===== src/rtl/simon_seq_mem.sv =====
// simon_seq_mem: Simon Says sequence store with append, bulk loads, playback pointer and player check
module simon_seq_mem #(
  parameter int SYM_W = 2,
  parameter int DEPTH = 16,
  parameter int LANE_W = 8,
  localparam int TOTAL = SYM_W * DEPTH,
  localparam int LANES = TOTAL / LANE_W,
  localparam int LSW = LANES > 1 ? $clog2(LANES) : 1,
  localparam int LW = $clog2(DEPTH + 1),
  localparam int PW = DEPTH > 1 ? $clog2(DEPTH) : 1
) (
  input  logic             clk,
  input  logic             rst_n,
  input  logic             clr,
  input  logic             test_load,
  input  logic [TOTAL-1:0] test_data,
  input  logic             lane_load,
  input  logic [LSW-1:0]   lane_sel,
  input  logic [LANE_W-1:0] lane_data,
  input  logic             append,
  input  logic [SYM_W-1:0] append_sym,
  input  logic             ptr_rst,
  input  logic             ptr_next,
  input  logic             chk_valid,
  input  logic [SYM_W-1:0] chk_sym,
  output logic [TOTAL-1:0] mem_out,
  output logic [LW-1:0]    seq_len,
  output logic             full,
  output logic [PW-1:0]    ptr,
  output logic [SYM_W-1:0] ptr_sym,
  output logic             ptr_last,
  output logic             chk_ok,
  output logic             chk_err,
  output logic             chk_done,
  output logic             overflow
);
  logic [TOTAL-1:0] mem_nxt;
  logic [LW-1:0]    len_nxt;
  logic [PW-1:0]    ptr_nxt;
  logic             ovf_nxt, ok_nxt, err_nxt, done_nxt;
  assign full     = seq_len == LW'(DEPTH);
  assign ptr_sym  = mem_out[ptr*SYM_W +: SYM_W];
  assign ptr_last = seq_len != '0 && LW'(ptr) == seq_len - 1'b1;
  always_comb begin
    mem_nxt = mem_out;
    len_nxt = seq_len;
    ovf_nxt = 1'b0;
    if (clr) begin
      mem_nxt = '0;
      len_nxt = '0;
    end else if (test_load) begin
      mem_nxt = test_data;
      len_nxt = LW'(DEPTH);
    end else if (lane_load)
      mem_nxt[lane_sel*LANE_W +: LANE_W] = lane_data;
    else if (append && full)
      ovf_nxt = 1'b1;
    else if (append) begin
      mem_nxt[seq_len*SYM_W +: SYM_W] = append_sym;
      len_nxt = seq_len + 1'b1;
    end
  end
  // compares use ptr_sym, i.e. the store as it stood before this edge
  always_comb begin
    ptr_nxt  = ptr;
    ok_nxt   = 1'b0;
    err_nxt  = 1'b0;
    done_nxt = 1'b0;
    if (clr || ptr_rst)
      ptr_nxt = '0;
    else if (chk_valid) begin
      ok_nxt   = seq_len != '0 && chk_sym == ptr_sym;
      err_nxt  = !ok_nxt;
      done_nxt = ok_nxt && ptr_last;
      ptr_nxt  = ok_nxt && !ptr_last ? ptr + 1'b1 : '0;
    end else if (ptr_next)
      ptr_nxt = seq_len == '0 || ptr_last ? '0 : ptr + 1'b1;
  end
  always_ff @(posedge clk or negedge rst_n) begin
    if (!rst_n) begin
      mem_out  <= '0;
      seq_len  <= '0;
      ptr      <= '0;
      chk_ok   <= 1'b0;
      chk_err  <= 1'b0;
      chk_done <= 1'b0;
      overflow <= 1'b0;
    end else begin
      mem_out  <= mem_nxt;
      seq_len  <= len_nxt;
      ptr      <= ptr_nxt;
      chk_ok   <= ok_nxt;
      chk_err  <= err_nxt;
      chk_done <= done_nxt;
      overflow <= ovf_nxt;
    end
  end
endmodule


===== config.mk =====
export PLATFORM = sky130hd
export DESIGN_NAME = simon_seq_mem
export DESIGN_NICKNAME = d
export VERILOG_FILES = /design/src/rtl/simon_seq_mem.sv
export SDC_FILE = /design/constraint.sdc
export NUM_CORES = 1
export LEC_CHECK = 0
export CAP_MARGIN = 30
export CORE_MARGIN = 3
export CORE_UTILIZATION = 52
export DETAILED_ROUTE_END_ITERATION = 6
export PLACE_DENSITY_LB_ADDON = 0.25
export SYNTH_ARGS = -nofsm -noshare
export SYNTH_HDL_FRONTEND = slang
export SYNTH_SLANG_ARGS = --single-unit

===== constraint.sdc =====
create_clock -name clk -period 5.6 [get_ports clk]
set_input_delay 0.56 -clock clk [delete_from_list [all_inputs] [get_ports clk]]
set_output_delay 0.56 -clock clk [all_outputs]
set_load 0.02 [all_outputs]

# --- Word-level counts from Yosys, hierarchy flattened ---
# Cells that the tools add are included.
totals:
  register_bits: 45
  in_bits: 55
  out_inout_bits: 49
  word_cells: 66
op_classes:
  n_addsub: 5
  n_eq_ne: 6
  n_shift: 5
  muxes: 27
  reduce_logical: 16
op_table:
  columns: ["op", "count"]
  rows:
  - ["$mux W32", 5]
  - ["$bwmux W32", 2]
  - ["$neg A5 Y34", 1]
  - ["$neg A6 Y34", 1]
  - ["$shift A2 B34 Y32 const A", 1]
  - ["$shift A8 B34 Y32 const A", 1]
  - ["$shiftx A2 B34 Y32", 1]
  - ["$shiftx A8 B34 Y32", 1]
  - ["$shiftx A32 B6 Y2", 1]
  - ["$mux W5", 5]
  - ["$mux W4", 5]
  - ["$mux W1", 10]
  - ["$ne A3 B3 Y1 const B", 2]
  - ["$reduce_bool A3 Y1", 2]
  - ["$add A5 B1 Y5 const B", 1]
  - ["$eq A4 B5 Y1", 1]
  - ["$eq A5 B5 Y1 const B", 1]
  - ["$logic_and A1 B1 Y1", 5]
  - ["$logic_not A5 Y1", 1]
  - ["$reduce_bool A5 Y1", 1]
  - ["$sub A5 B1 Y5 const B", 1]
  - ["$add A4 B1 Y4 const B", 1]
  - ["$ne A4 B4 Y1 const B", 1]
  - ["$reduce_bool A4 Y1", 1]
  - ["other kinds (5)", 7]

# --- Logic depth before layout (Yosys ltp) ---
# Gate-level depths: netlist of run 1.
logic_depth:
  word_depth: 8
  depth_mapped: 12
  mapped_depth_nobuf: 10

# --- Worst setup path after synthesis of run 1 ---
# Ideal clock, no wire load.
synth_timing:
  path_type: "flip-flop to flip-flop"
  start: "register seq_len[0]"
  end: "register mem_out[14]"
  t_arrival_ps: 3078
  t_required_ps: 5517
  path_slack_ps: 2440
  path_stages_with_launch: 13
  n_path_buf: 2
  cell_sequence: "dfrtp_1 clkbuf_1 inv_1 ha_1 clkbuf_1 nor3b_1 ha_1 nor3b_1 or3_1 a21o_1 o21ai_0 or2_2 o21ai_0"
synth_via:
  word_cells_on_any_way: 13
  cone_classes: "add/sub: 1; eq/ne: 2; shift: 2; mux: 6; reduce/logical: 2"
synth_lines:
  columns: ["element", "line", "text"]
  rows:
  - ["start: declaration", "27", "output logic [LW-1:0] seq_len,"]
  - ["start signal: assignment", "90", "seq_len <= len_nxt;"]
  - ["$eq A5 B5 Y1", "41", "assign full = seq_len == LW'(DEPTH);"]
  - ["named net full", "28", "output logic full,"]
  - ["$logic_and A1 B1 Y1", "56", "else if (append && full)"]
  - ["$ne A4 B4 Y1 (no source line)", null, null]
  - ["$reduce_and A2 Y1 (no source line)", null, null]
  - ["end signal: assignment", "89", "mem_out <= mem_nxt;"]
  - ["end: declaration", "26", "output logic [TOTAL-1:0] mem_out,"]
# The timed path passes the listed nets, and every way through them passes these cells. The select of a mux whose other input is x is not followed.
# A chain may end at the register's enable or synchronous reset.

# --- Worst setup path in the final report of run 1 ---
layout_timing:
  start: "register seq_len[0]"
  end: "output port ptr_last"
layout_via:
  elab_chain_cells: 3
  word_cells_on_any_way: 4
  cone_classes: "add/sub: 1; eq/ne: 1; reduce/logical: 2"
layout_lines:
  columns: ["element", "line", "text"]
  rows:
  - ["$sub A5 B1 Y5", "43", "assign ptr_last = seq_len != '0 && LW'(ptr) == seq_len - 1'b1;"]
  - ["$eq A4 B5 Y1", "43", null]
  - ["$logic_and A1 B1 Y1 (*)", "43", null]
  - ["end: declaration", "31", "output logic ptr_last,"]
# Every way passes the cells marked *; elsewhere a longest branch is shown, timed or not.

==> results of run 1 <==
==> cells in the final DEF (no fill, tap or decap), drive strengths merged, types with 5 or more instances in the layout <==
cell           instances
a21o                   5
a21oi                  5
a22o                  30
a32oi                 16
and2                   5
and3                   6
buf                    7
clkbuf                 7
clkdlybuf4s50        101
dfrtp                 45
ha                     9
inv                    8
mux2i                 16
nand2                 63
nand3                  8
nor2                  48
nor2b                  5
nor3                   7
nor3b                  5
o21ai                 59
o22a                   7
o32a                   7
xnor2                  8
==> power breakdown <==
group	leakage (nW)	switching [mW]	internal [mW]	total (mW)
Clock	0.0585	0.115	0.146	0.260
Sequential	0.610	0.0186	0.341	0.359
Combinational	1.20	0.128	0.112	0.240
Total	1.86	0.261	0.599	0.860
==> layer usage <==
| metal | vias up | part of all wire (%) | global-route usage [%] |
|---|---|---|---|
| li1 | 1814 | - | - |
| met1 | 1861 | 42 | 43.3 |
| met2 | 229 | 47 | 49.9 |
| met3 | 33 | 9.0 | 4.98 |
| met4 | 0 | 2.0 | 6.77 |
| met5 | - | 0 | 0 |
==> layout make-up <==
| cell class | count | area [um^2] |
|---|---|---|
| repair buffers | 108 | 1100 |
| flip-flops and latches | 45 | 1130 |
| well taps | 77 | 96.3 |
| fillers | 515 | 1720 |
| inverters | 8 | 30.0 |
| multi-input cells | 360 | 2300 |
| clock buffers | 7 | 86.3 |
| clock inverters | 1 | 30.0 |
==> stage by stage <==
step                hold WS [ns]  power [mW]  cell area (um^2)
floorplan                  0.264       0.481              3580
global placement           0.518       0.593              4590
detailed placement         0.520       0.599              4610
CTS                        0.460       0.852              4730
global route              0.0843       0.895              4770
finish                    0.0790       0.860              4770
==> how the worst max path moves through the flow <==
stage | endpoint | slack [ns]
floorplan | mem_out[14] | 2.44
global placement | mem_out[14] | 2.36
detailed placement | mem_out[14] | 2.15
CTS | ptr_last | 1.98
global route | ptr_last | 1.64
finish | ptr_last | 1.86
==> registers in the layout, indices dropped and copies added (netlist names) <==
name / count
mem_out: 32
seq_len: 5
ptr: 4
chk_done: 1
chk_err: 1
chk_ok: 1
overflow: 1
==> critical path: cells and delay by family, from the launching register on <==
| family | cells | cell delay [ns] |
|---|---|---|
| AOI/OAI and AO/OA | 2 | 0.31 |
| DFF | 1 | 0.60 |
| adders and majority gates | 1 | 0.35 |
| and+or+nand+nor | 3 | 0.77 |
| buffers and inverters | 2 | 0.84 |
==> kinds of logic (layout without fill, tap and decap cells) <==
logic type / after synthesis / in the layout
AOI/OAI and AO/OA: 152 / 152
xor gates and xnor gates: 10 / 10
adders and majority gates: 9 / 9
buffers and inverters: 35 / 124
DFF: 45 / 45
muxes: 20 / 20
and+or+nand+nor: 169 / 169
==> impl_metrics.env, run 1 <==
export IMPL_run_status="complete, no violations"
export IMPL_totalWireLength_mm=12.2
export IMPL_place_ws_ns=2.15
export IMPL_rsz0062_at_grt="false"
export IMPL_maxClockFrequency_mhz=268
export IMPL_post_route_period_util_pct=66.8
export IMPL_synth_top_family_by_area="compound AO/OA/AOI/OAI gates"
export IMPL_synthesis_yosys_warnings=0
export IMPL_post_drt_wl_per_cell_um=20.1
export IMPL_critical_path_max_stage_delay_ns=0.64
export IMPL_crit_path_end_kind="primary output"
export IMPL_htree_levels=2
export IMPL_postSynthCellCount=440
export IMPL_final_max_slew_viol_count=0
export IMPL_drc_errors=0
export IMPL_grt_antenna_before_repair=0
export IMPL_synth_top_cell_area_share_pct=31.4
export IMPL_util_after_layout_pct=73.5
export IMPL_layout_drive_gt1_share_pct=4.54
export IMPL_core_area_um2=6490
export IMPL_max_vdd_ir_drop_v=0.000117
export IMPL_globalRouteOverflowTotal=0
export IMPL_post_synthesis_compound_gate_area_fraction_pct=31.0
export IMPL_grt_pass1_vias=3657
export IMPL_row_count=29
export IMPL_netlist_area_um2=3580
export IMPL_maxCapViolations=0
export IMPL_placement_io_buffers=103
export IMPL_crit_chain="inv_1 > ha_1 > nor3b_1 > nand2_1 > o21ai_0 > o211ai_1 > nor2_1 > clkdlybuf4s50_1"
export IMPL_synth_area_leaders="dfrtp_1, a22o_1, o21ai_0, nand2_1, nor2_1"
export IMPL_synth_adder_area_share_pct=3.14
export IMPL_vias=3937
export IMPL_post_synth_cell_area_avg_um2=8.14
export IMPL_final_hold_violating_endpoints=0
export IMPL_max_slew_margin_pct=40.3
export IMPL_tritoncts="built"
export IMPL_fp_dieArea_um2=7920
export IMPL_dp_cells=596
export IMPL_worstSetupStartpointType="flip-flop"
export IMPL_synth_net_count=504
export IMPL_yosys_mux_area_fraction_pct=5.73
export IMPL_tightest_slew_ns=0.888
export IMPL_number_of_sinks_on_the_clock_net=45
export IMPL_setup_total_negative_slack_ns=0
export IMPL_clk_insertion_delay_late_ns=0.30
export IMPL_worst_endpoint_arrival_ns=3.18
export IMPL_cp_required_ns=5.04
export IMPL_yosys_area_share_xor_xnor_pct=2.44
export IMPL_postSynthRegisterBits=45
export IMPL_maximum_clock_path_buffer_count=2
export IMPL_detail_route_antenna_nets=0
export IMPL_finish_net_count=592
export IMPL_antenna_cells=0
export IMPL_viasPerCell=6.50
export IMPL_reg2reg_slack_ns=1.99
export IMPL_power_static_leakage_nw=1.86
export IMPL_first_pass_grt_wire_length_mm=18.8
export IMPL_finish_cell_count_without_fillers=606
export IMPL_worst_setup_hold_path_clk_slew_ns=0.09
export IMPL_die_w_um=89.0
export IMPL_async_flop_share_pct=100
export IMPL_synth_lib_cells_used_distinct=54
export IMPL_r2r_cells=10
export IMPL_die_height_um=89.0
export IMPL_r2r_end="mem_out[14]"
export IMPL_syn_to_final_growth_pct=33.2
export IMPL_ctsResizeCount=0
export IMPL_global_route_usage_total_pct=30.7
export IMPL_worst_setup_path_type="flip-flop to primary output"
export IMPL_post_synth_and_or_nand_nor_area_fraction_pct=21.9
export IMPL_cts_inserted_buffers=5
export IMPL_grt_max_degree=48
export IMPL_ys_dominant_reg_cell="dfrtp_1"
export IMPL_io_count=104
export IMPL_synth_edf_count=0
export IMPL_post_synth_most_frequent_cells="nand2_1, o21ai_0, nor2_1, dfrtp_1, a22o_1"
export IMPL_cts_setup_buffers=0
export IMPL_period_minus_slack_ns=3.74
export IMPL_fin_ws_ns=1.86
export IMPL_initial_core_utilization_pct=55.2
export IMPL_gp_congestion=0.914
export IMPL_dr_first_iter_drc_count=318
export IMPL_critical_path_max_fanout=19
export IMPL_worstHoldPathType="input pin to async pin"
export IMPL_worst_setup_path_startpoint="seq_len[0]"
export IMPL_place_hpwl_mm=9.16
export IMPL_ctsHoldBuffers=0
export IMPL_synth_most_common_cell="nand2_1"
export IMPL_clock_root_buffer="clkbuf_8"
export IMPL_synth_seq_area_share_pct=31.4
export IMPL_fin_worst_skew_ns=0.0100
export IMPL_crit_reg2reg_launch="seq_len[0]"
export IMPL_synth_largest_area_cell="dfrtp_1"
export IMPL_detailedRoute_firstPassIterationCount=7
export IMPL_setup_viol=0
export IMPL_critical_path_slowest_cell="clkdlybuf4s50_1"
export IMPL_power_density_nw_per_um2=180
(Power assumes the default switching activity.)
==> run 2: changes to the inputs <==
--- a/config.mk
+++ b/config.mk
@@ -7,7 +7,7 @@
 export LEC_CHECK = 0
 export CAP_MARGIN = 30
 export CORE_MARGIN = 3
-export CORE_UTILIZATION = 52
+export CORE_UTILIZATION = 44
 export DETAILED_ROUTE_END_ITERATION = 6
 export PLACE_DENSITY_LB_ADDON = 0.25
 export SYNTH_ARGS = -nofsm -noshare
==> constraint.sdc (replaced) <==
create_clock -name clk -period 3 [get_ports clk]
set_input_delay 0.3 -clock clk [delete_from_list [all_inputs] [get_ports clk]]
set_output_delay 0.3 -clock clk [all_outputs]
set_load 0.02 [all_outputs]
==> run 2 against run 1 <==
  * First-iteration DRC count shrank 21%
  * Highest routed layer unchanged
  * Clock skew shrank 0.0033 ns
  * Sequential power is 86% higher
  * Routed wire length decreased by 1.1%
  * Sequential share of layout area shrank 0.43 points
  * Die area is 17% higher
  * Non-clock buffer count up 13
==> impl_metrics.env, run 2 (synthesis results as in run 1) <==
export IMPL_run_status="complete, no violations"
export IMPL_htree_levels=2
export IMPL_critical_path_max_fanout=10
export IMPL_max_slew_margin_pct=56.9
export IMPL_power_clock_fraction_pct=25.9
export IMPL_number_of_sinks_on_the_clock_net=45
export IMPL_cell_internal_pwr_mw=1.01
export IMPL_worst_path_buf_inv=2
export IMPL_clk_insertion_delay_late_ns=0.31
export IMPL_max_vdd_ir_drop_v=0.000214
export IMPL_largest_register_ffs=32
export IMPL_postLayoutCellArea_um2=4860
export IMPL_sw_frac_of_total_pct=32.9
export IMPL_finish_net_count=605
export IMPL_tightest_slew_ns=0.640
export IMPL_viasPerCell=6.12
export IMPL_final_max_slew_viol_count=0
export IMPL_total_power_of_the_final_layout_mw=1.51
export IMPL_syn_to_final_growth_pct=35.6
export IMPL_clock_root_buffer="clkbuf_8"
export IMPL_worst_setup_hold_path_clk_slew_ns=0.09
export IMPL_worst_endpoint_arrival_ns=2.54
export IMPL_largest_register="mem_out"
export IMPL_fin_worst_skew_ns=0.00676
export IMPL_row_count=32
export IMPL_worst_path_dominant_cell_family="buffers and inverters"
export IMPL_core_area_um2=7810
export IMPL_grt_antenna_before_repair=0
export IMPL_layout_common_cells="clkdlybuf4s50_1, nand2_1, o21ai_0"
export IMPL_global_route_usage_total_pct=25.7
export IMPL_crit_chain="inv_1 > ha_2 > xnor2_1 > a211oi_1 > o211ai_1 > nor2_1 > clkdlybuf4s50_1"
export IMPL_cp_required_ns=2.70
export IMPL_worst_setup_path_type="flip-flop to primary output"
export IMPL_totalWireLength_mm=12.1
export IMPL_crit_path_end_kind="primary output"
export IMPL_drc_errors=0
export IMPL_layout_drive_gt1_share_pct=7.56
export IMPL_detail_route_antenna_nets=0
export IMPL_largestRegisters="mem_out: 32 flops, seq_len: 5 flops, ptr: 4 flops"
export IMPL_post_drt_wl_per_cell_um=18.7
export IMPL_p_comb_share_pct=29.9
export IMPL_die_w_um=96.2
export IMPL_io_count=104
export IMPL_power_static_leakage_nw=1.91
export IMPL_dr_first_iter_drc_count=250
export IMPL_maximum_clock_path_buffer_count=2
export IMPL_setup_total_negative_slack_ns=0
export IMPL_fp_dieArea_um2=9260
export IMPL_grt_pass1_vias=3569
export IMPL_gp_congestion=0.943
export IMPL_worstSetupStartpointType="flip-flop"
export IMPL_critical_path_slowest_cell="clkdlybuf4s50_1"
export IMPL_initial_core_utilization_pct=45.9
export IMPL_power_density_nw_per_um2=311
export IMPL_grt_max_degree=68
export IMPL_placed_cell_area_um2=4750
export IMPL_rsz0062_at_grt="false"
export IMPL_post_route_period_util_pct=94.7
export IMPL_final_common_cell="clkdlybuf4s50_1"
export IMPL_antenna_cells=0
export IMPL_placement_io_buffers=103
export IMPL_p_seq_share_pct=44.2
export IMPL_critical_path_max_stage_delay_ns=0.63
export IMPL_worstHoldPathType="input pin to async pin"
export IMPL_vias=3944
export IMPL_globalRouteOverflowTotal=0
export IMPL_first_pass_grt_wire_length_mm=18.2
export IMPL_tritoncts="built"
export IMPL_die_height_um=96.2
export IMPL_maxClockFrequency_mhz=352
export IMPL_final_hold_violating_endpoints=0
export IMPL_detailedRoute_firstPassIterationCount=5
export IMPL_period_minus_slack_ns=2.84
export IMPL_setup_viol=0
export IMPL_total_switching_power_uw=498
export IMPL_cts_inserted_buffers=5
export IMPL_maxCapViolations=0
export IMPL_place_hpwl_mm=9.43
[run 2: changes by cell type in the layout (fill, tap and decap cells not counted), moves of 2 or more]
cell     delta
buf_4      +14
ha_1        -2
ha_2        +2
nor3b_1     -2
nor3b_2     +2
[run 2: what timing repair did]
action / 4_1_cts / 5_1_grt
setup endpoints to repair: 0 / 3
buffers inserted: 0 / 0
resized for setup: 0 / 2
hold endpoints to repair: 15 / 0
hold buffers: 1 / 0
[run 2: path summary, 6_finish.rpt]
kind	start	end	slack [ns]	depth (start not counted)
worst max-delay path	seq_len[0]	ptr_last	0.16	7
worst min-delay path	rst_n	mem_out[30]	0.46	2
worst max register to register	seq_len[0]	mem_out[8]	0.19	10
worst min register to register	mem_out[21]	mem_out[21]	0.54	1
max in group asynchronous	rst_n	mem_out[26]	2.04	3
min in group clk	mem_out[21]	mem_out[21]	0.54	1
[run 2: worst register-to-register path, stage by stage, from the launching register on]
cell     delay (ns)
dfrtp_1        0.35
inv_1          0.07
ha_2           0.19
nor3b_2        0.18
ha_1           0.21
a21oi_1        0.34
nand2_1        0.24
or2_2          0.37
o22a_1         0.19
o21ai_0        0.43
a22o_1         0.20
[run 2: area by class of cell]
class | instances | area [um^2]
fill | 711 | 2950
inverter | 8 | 30.0
clock buffer | 5 | 68.8
timing repair buffer | 121 | 1170
sequential | 45 | 1130
clock inverter | 3 | 21.3
tap | 102 | 128
multi-input combinational | 360 | 2320
[run 2: power groups by stage]
stage	clock network (mW)	registers [mW]	logic [mW]
detailed placement	0	0.680	0.447
CTS	0.396	0.668	0.450
global route	0.415	0.672	0.487
floorplan	0	0.708	0.192
global placement	0	0.679	0.438
finish	0.392	0.668	0.453
[run 2: layer usage]
layer	GRT usage, %	share of wire (%)	up-vias
met4	6.75	2.0	0
li1	-	-	1847
met3	4.14	8.9	26
met2	40.7	45	229
met5	0	0	-
met1	36.4	44	1842
[run 2: per-stage QoR]
step | util [%] | instances | hold WS, ns | worst slack [ns]
after global routing | 62.3 | 644 | 0.499 | 0.0356
final | 62.3 | 644 | 0.462 | 0.160
after detailed placement | 60.9 | 635 | 0.260 | 0.257
after floorplan | - | 440 | 0.00441 | 0.00667
after global placement | 60.6 | 634 | 0.509 | 0.282
after CTS | 62.2 | 644 | 0.478 | 0.110
==> run 3: changes to the inputs <==
--- a/config.mk
+++ b/config.mk
@@ -9,7 +9,7 @@
 export CORE_MARGIN = 3
 export CORE_UTILIZATION = 44
 export DETAILED_ROUTE_END_ITERATION = 6
-export PLACE_DENSITY_LB_ADDON = 0.25
+export PLACE_DENSITY_LB_ADDON = 0.3
 export SYNTH_ARGS = -nofsm -noshare
 export SYNTH_HDL_FRONTEND = slang
 export SYNTH_SLANG_ARGS = --single-unit
==> run 3 against run 2 <==
  * Clock power rose by 42%
  * First-iteration DRC count grew 31%
  * Critical endpoint is now mem_out[22]
  * Largest cell class unchanged
  * Clock-buffer cell count did not move
  * Worst hold slack worse by 0.15 ns
==> impl_metrics.env, run 3 (synthesis results as in run 1) <==
export IMPL_run_status="complete, no violations"
export IMPL_maxCapViolations=0
export IMPL_met2_length_mm=5.88
export IMPL_maximum_clock_path_buffer_count=2
export IMPL_layout_common_cells="clkdlybuf4s50_1, nand2_1, o21ai_0"
export IMPL_worst_setup_path_type="flip-flop to flip-flop"
export IMPL_initial_core_utilization_pct=45.9
export IMPL_power_static_leakage_nw=1.95
export IMPL_maxClockFrequency_mhz=364
export IMPL_cts_inserted_buffers=5
export IMPL_worstSetupStartpointType="flip-flop"
export IMPL_crit_path_end_kind="flip-flop"
export IMPL_tightest_slew_ns=0.698
export IMPL_die_height_um=96.2
export IMPL_globalRouteOverflowTotal=0
export IMPL_rsz0062_at_grt="false"
export IMPL_min_path_cells=2
export IMPL_period_minus_slack_ns=2.75
export IMPL_max_slew_margin_pct=53.0
export IMPL_clock_root_buffer="clkbuf_8"
export IMPL_number_of_sinks_on_the_clock_net=45
export IMPL_dr_first_iter_drc_count=328
export IMPL_grt_antenna_before_repair=1
export IMPL_clk_insertion_delay_late_ns=0.31
export IMPL_crit_chain="inv_1 > ha_1 > nor3b_2 > ha_1 > a21oi_1 > nor3b_1 > nand2_1 > o32a_1 > o21ai_0 > a22o_1"
export IMPL_setup_viol=0
export IMPL_setup_total_negative_slack_ns=0
export IMPL_cts_setup_buffers=0
export IMPL_worst_setup_hold_path_clk_slew_ns=0.09
export IMPL_antenna_cells=0
export IMPL_final_hold_violating_endpoints=0
export IMPL_routed_top_layer="met5"
export IMPL_first_pass_grt_wire_length_mm=19.1
export IMPL_gp_congestion=0.903
export IMPL_place_hpwl_mm=9.59
export IMPL_drc_errors=0
export IMPL_max_vdd_ir_drop_v=0.000253
export IMPL_die_w_um=96.2
export IMPL_core_area_um2=7810
export IMPL_fin_worst_skew_ns=0.00967
export IMPL_final_common_cell="clkdlybuf4s50_1"
export IMPL_row_count=32
export IMPL_critical_path_max_stage_delay_ns=0.37
export IMPL_r2r_cells=10
export IMPL_m1WireLength_mm=5.22
export IMPL_totalWireLength_mm=12.5
export IMPL_power_density_nw_per_um2=343
export IMPL_largest_register_ffs=32
export IMPL_detail_route_antenna_nets=0
export IMPL_global_route_usage_total_pct=26.9
export IMPL_layout_drive_gt1_share_pct=7.56
export IMPL_placement_io_buffers=103
export IMPL_final_max_slew_viol_count=0
export IMPL_detailedRoute_firstPassIterationCount=7
export IMPL_post_drt_wl_per_cell_um=19.4
export IMPL_tritoncts="built"
export IMPL_vias=4034
export IMPL_viasPerCell=6.26
export IMPL_fp_dieArea_um2=9260
export IMPL_post_route_period_util_pct=91.5
export IMPL_grt_max_degree=59
export IMPL_critical_path_slowest_cell="a21oi_1"
export IMPL_syn_to_final_growth_pct=36.9
export IMPL_routed_wl_met3_mm=1.12
export IMPL_grt_pass1_vias=3743
export IMPL_critical_path_max_fanout=5
export IMPL_htree_levels=2
export IMPL_worst_endpoint_arrival_ns=3.00
export IMPL_largest_register="mem_out"
export IMPL_worstHoldPathType="input pin to flip-flop"
export IMPL_largestRegisters="mem_out: 32 flops, seq_len: 5 flops, ptr: 4 flops"
export IMPL_finish_net_count=605
export IMPL_io_count=104
export IMPL_cp_required_ns=3.25
export IMPL_crit_top_cell="ha_1"
export IMPL_util_after_layout_pct=62.8
-- run 3: changes by cell type in the layout (fill, tap and decap cells not counted), sizes merged --
cell	delta
inv	-1
dlymetal6s2s	+1
clkinvlp	-1
bufinv	+2
clkdlybuf4s50	-1
-- run 3: through the flow --
step                      worst slack, ns  cell area [um^2]  power (mW)  std cells  hold WS [ns]
final                               0.255              4910        1.68        644         0.307
after global routing               0.0632              4910        1.75        644         0.318
after CTS                          0.0671              4900        1.68        644         0.301
after detailed placement            0.299              4750        1.13        635         0.152
after global placement              0.350              4730        1.12        634         0.491
after floorplan                   0.00667              3590       0.899        440       0.00441
-- run 3: worst max-delay path, delay by kind of cell, from the launching register on --
kind / cells / cell delay (ns)
AO/OA/AOI/OAI: 4 / 1.13
adder cells (fa/ha/maj): 2 / 0.43
buffers and inverters: 1 / 0.07
flip-flops: 1 / 0.35
AND/OR/NAND/NOR: 3 / 0.72
-- run 3: worst paths after layout --
check                       startpoint          end  slack (ns)
setup / recovery            seq_len[0]  mem_out[22]        0.25
hold / removal               test_load   seq_len[0]        0.31
setup reg to reg            seq_len[0]  mem_out[22]        0.25
hold reg to reg            mem_out[15]  mem_out[15]        0.52
max in group asynchronous        rst_n   mem_out[3]        2.16
min in group asynchronous        rst_n       chk_ok        0.36
-- run 3: area by class of cell --
cell class | instances | area (um^2)
fill | 721 | 2900
tap | 102 | 128
clock buffer | 5 | 68.8
timing repair buffer | 121 | 1170
clock inverter | 3 | 65.1
multi-input combinational | 360 | 2310
sequential | 45 | 1130
inverter | 8 | 30.0
-- run 3: repair_timing --
action                     in CTS  in global routing
setup endpoints to repair       0                  5
resized for setup               0                  3
hold endpoints to repair        5                  0
hold buffers                    1                  0
-- run 3: per-layer routing --
layer / GRT usage, % / up-vias
li1: - / 1842
met1: 36.5 / 1940
met2: 43.5 / 219
met3: 5.16 / 31
met4: 7.82 / 2
met5: 0 / -
-- run 3: where the power goes --
| part | internal [mW] | switching [mW] | total, mW |
|---|---|---|---|
| clock | 0.331 | 0.226 | 0.557 |
| combinational | 0.213 | 0.243 | 0.456 |
| sequential | 0.636 | 0.0341 | 0.670 |
| total | 1.18 | 0.503 | 1.68 |
==> RTL change 1: new RTL, flow settings as in run 2 <==
Change the parameter `SYM_W` from 2 to 8.
--- a/src/rtl/simon_seq_mem.sv
+++ b/src/rtl/simon_seq_mem.sv
@@ -1,6 +1,6 @@
 // simon_seq_mem: Simon Says sequence store with append, bulk loads, playback pointer and player check
 module simon_seq_mem #(
-  parameter int SYM_W = 2,
+  parameter int SYM_W = 8,
   parameter int DEPTH = 16,
   parameter int LANE_W = 8,
   localparam int TOTAL = SYM_W * DEPTH,
Ports: changed (6 resized); port bits go from 104 to 316. The function was not compared with the original's and may differ.
==> RTL change 1 against run 2 <==
Routed wire length increased to 3.9 times the old value; design area increased to 3.0 times the old value; cell count rose to 2.7 times the old value; synthesized area grew to 2.8 times the old value; worst setup slack worse by 0.11 ns; power rose to 3.9 times the old value; sequential cell count rose by 96; register-to-register slack worse by 0.14 ns; global-route usage up 12 points; count of clock-buffer cells in the layout is 15 higher; non-clock buffer count increased by 299; critical endpoint is now mem_out[103]; largest cell class unchanged.
==> RTL change 1: results (changes against run 2) <==
Timing
  • Tightest Pin Transition: 0.787 ns (+0.147 ns)
  • Max Clock Skew: 0.0126 ns (+0.00583 ns)
  • Final period utilization: 98.4% (+3.7 points)

Finish
  • #MultiIn Comb: 826 (+130%)
  • Multi-input gate share of the layout cell area: 41.8% (-5.8 points)
  • Final Non-Filler Cells: 1719 (+170%)
  • Top Registers: mem_out x128, seq_len x5, ptr x4
  • FFs & Latches: 141 (+210%)
  • Clock buf count: 20 (+15)
  • NonClk Buf Share: 27.4% (+3.3 points)

Power and ir drop
  • Net Sw Power: 1870 uW (+270%)
  • Peak VDD IR: 353 uV (+65%)
  • Static leakage: 0.00597 uW (+210%)

Placement
  • # port buffers: 315 (+210%)
  • Placed inst area: 0.0140 mm2 (+200%)
  • Dpl hpwl: 35800 um (+280%)

Detailed routing
  • Via count: 11.5k (+190%)
  • Met2 wire length: 20600 um (+280%)
  • Total wire length: 47400 um (+290%)
  • Routed wl met3: 6020 um (+460%)
  • Drt initial violations: 1866 (+650%)
  • Met1 WL: 18600 um (+250%)

Setup path
  • Max stage delay on crit path: 0.40 ns (-0.23 ns)

Global route
  • All-Layer GR Usage: 37.6% (+12 points)
  • GR Util met1: 52.7% (+16 points)
  • First-pass GRT wire length: 69500 um (+280%)
  • Antenna violations before repair: 2 (+2)
  • GR Util met2: 55.3% (+15 points)

Clock network
  • CTS root buf: clkbuf_16

Logic synthesis
  • Yosys cell types: 72 (+33%)
  • Synthesized Nets: 1259 (+150%)
  • Post-synth top cells: nand2_1, dfrtp_1, a22o_1
  • Top cells by area, synth: dfrtp_1, a22o_1, a32oi_1, nand2_1, mux4_2

Outcome
  • Outcome: finished clean
RTL change 1: power by group through the flow:
stage | Combinational [uW] | Sequential [uW] | Clock, uW
2_1_floorplan | 605 | 2270 | 0
3_3_place_gp | 1550 | 2170 | 0
3_5_place_dp | 1560 | 2170 | 0
4_1_cts | 1570 | 2140 | 2080
5_1_grt | 1680 | 2150 | 2180
6_report | 1610 | 2140 | 2080
RTL change 1: timing repair:
item | CTS | global route
hold endpoints to repair | 61 | 0
setup endpoints to repair | 8 | 43
setup buffers | 0 | 2
resized for setup | 10 | 21
hold buffers | 1 | 0
pin swaps | 1 | 1
RTL change 1: critical path: cells and delay by family (launching register included):
family                     cells  cell delay (ns)
AOI/OAI and AO/OA              2             0.57
adders and majority gates      2             0.42
buffers and inverters          3             0.41
DFF                            1             0.40
and+or+nand+nor                4             1.02
RTL change 1: worst paths after layout:
kind | from | to | depth (start not counted)
worst min register to register | mem_out[23] | mem_out[23] | 2
max in group asynchronous | rst_n | ptr[0] | 3
worst max-delay path | seq_len[0] | mem_out[103] | 11
worst max register to register | seq_len[0] | mem_out[103] | 11
worst min-delay path | test_load | seq_len[4] | 3
min in group asynchronous | rst_n | mem_out[29] | 2
RTL change 1: cell families (layout without fill, tap and decap cells):
family	after synthesis	after routing	synth area share (%)
multiplexers	62	62	9.28
AO/OA/AOI/OAI	429	429	32.4
buffers and inverters	119	472	5.26
AND/OR/NAND/NOR	313	313	15.3
adder cells (fa/ha/maj)	8	8	1.00
flip-flops	141	141	35.2
XOR/XNOR	14	14	1.45
RTL change 1: through the flow:
stage          power (uW)  hold WS, ns
4_1_cts              5790        0.412
3_3_place_gp         3720        0.329
6_report             5830        0.400
2_1_floorplan        2870      0.00441
5_1_grt              6020        0.490
3_5_place_dp         3730        0.334
==> RTL change 2: new RTL, settings of run 2 <==
Without the edit above. Remove the register `chk_err`: a continuous assignment takes its place, so the output `chk_err` follows one clock earlier.
--- a/src/rtl/simon_seq_mem.sv
+++ b/src/rtl/simon_seq_mem.sv
@@ -82,7 +82,6 @@
       seq_len  <= '0;
       ptr      <= '0;
       chk_ok   <= 1'b0;
-      chk_err  <= 1'b0;
       chk_done <= 1'b0;
       overflow <= 1'b0;
     end else begin
@@ -90,10 +89,11 @@
       seq_len  <= len_nxt;
       ptr      <= ptr_nxt;
       chk_ok   <= ok_nxt;
-      chk_err  <= err_nxt;
       chk_done <= done_nxt;
       overflow <= ovf_nxt;
     end
   end
+
+  assign chk_err = err_nxt;
 endmodule
 
Function: changed (a bounded check fails within 4 cycles, from zero or initial values and one cycle with rst_n low).
==> RTL change 2 against run 2 <==
Utilization rose by 0.88 points; hold slack worse by 0.012 ns; design area is 1.4% higher; power increased by 9.8%; via count grew 0.66%; clock skew fell by 0.0025 ns; worst setup slack improved by 0.16 ns; maximum frequency is 5.8% higher; sequential cell count down 1; global-route usage grew 1.9 points; routed wire length rose by 3.9%; synthesized cell count shrank 0.23%; count of clock-buffer cells in the layout did not move; synthesized area decreased by 0.70%; critical endpoint is now mem_out[3]; highest routed layer unchanged.
==> RTL change 2: results (changes against run 2) <==
Logic synthesis
  • Sequential area share after synthesis: 30.9% (-0.48 points)
  • Top cells by area, synth: dfrtp_1, a22o_1, o21ai_0, nand2_1, nor2_1

Outcome
  • Outcome: finished clean

Global route
  • All-Layer GR Usage: 27.6% (+1.9 points)
  • Largest net degree at the start of global routing: 65 (-4.4%)
  • GR Util met2: 44.2% (+3.5 points)
  • M3 GR Usage: 3.28% (-0.86 points)

Setup path
  • Critical Path End: mem_out[3]
  • Critical path peak fanout: 8 (-2)
  • Arr. time, crit path: 2.87 ns (+0.33 ns)
  • Worst-path cell with the longest stage delay: o21ai_1
  • Crit path max-delay family: compound AO/OA/AOI/OAI gates
  • Launching point of the worst reg2reg path: seq_len[1]
  • Max stage delay on crit path: 0.50 ns (-0.13 ns)

Timing
  • Worst-case hold slack: 0.450 ns (-0.0119 ns)
  • Max Clock Skew: 0.00427 ns (-0.00249 ns)
  • Slew headroom: 56.7% (-0.21 points)

Power and ir drop
  • Cell Int Power: 1170 uW (+15%)
  • Peak VDD IR: 223 uV (+4.3%)
  • Static leakage: 0.00197 uW (+3.0%)

Detailed routing
  • Drt initial violations: 422 (+69%)
  • Routed wl met3: 1010 um (-6.4%)
  • Via count: 3970 (+0.66%)

Placement
  • Gpl congestion: 0.898 (-4.7%)

Finish
  • Fin nets: 609 (+0.66%)
RTL change 2: cell count changes after synthesis:
| cell | before | now |
|---|---|---|
| dfrtp_1 | 45 | 44 |
RTL change 2: kinds of logic after synthesis:
logic type                 after synthesis  share of synthesized area (%)
buffers and inverters                   35                           4.40
and+or+nand+nor                        169                           22.0
adders and majority gates                9                           3.16
muxes                                   20                           5.77
AOI/OAI and AO/OA                      152                           31.2
xor gates and xnor gates                10                           2.46
DFF                                     44                           30.9
RTL change 2: per-stage QoR:
step	area, um2	instances
after detailed placement	4760	638
after CTS	4900	646
final	4930	647
after floorplan	3570	439
after global placement	4740	637
after global routing	4930	647
RTL change 2: final cells by class:
class	count	area (um2)
fill	714	2880
multi-input combinational	360	2320
timing repair buffer	126	1210
sequential	44	1100
tap	102	128
clock buffer	5	68.8
clock inverter	2	60.1
inverter	8	30.0
RTL change 2: timing repair:
item	in CTS	in global routing
endpoints found under the hold margin	17	0
setup buffers	0	1
hold buffers	1	0
setup endpoints to repair	1	2
gates resized for setup	1	9
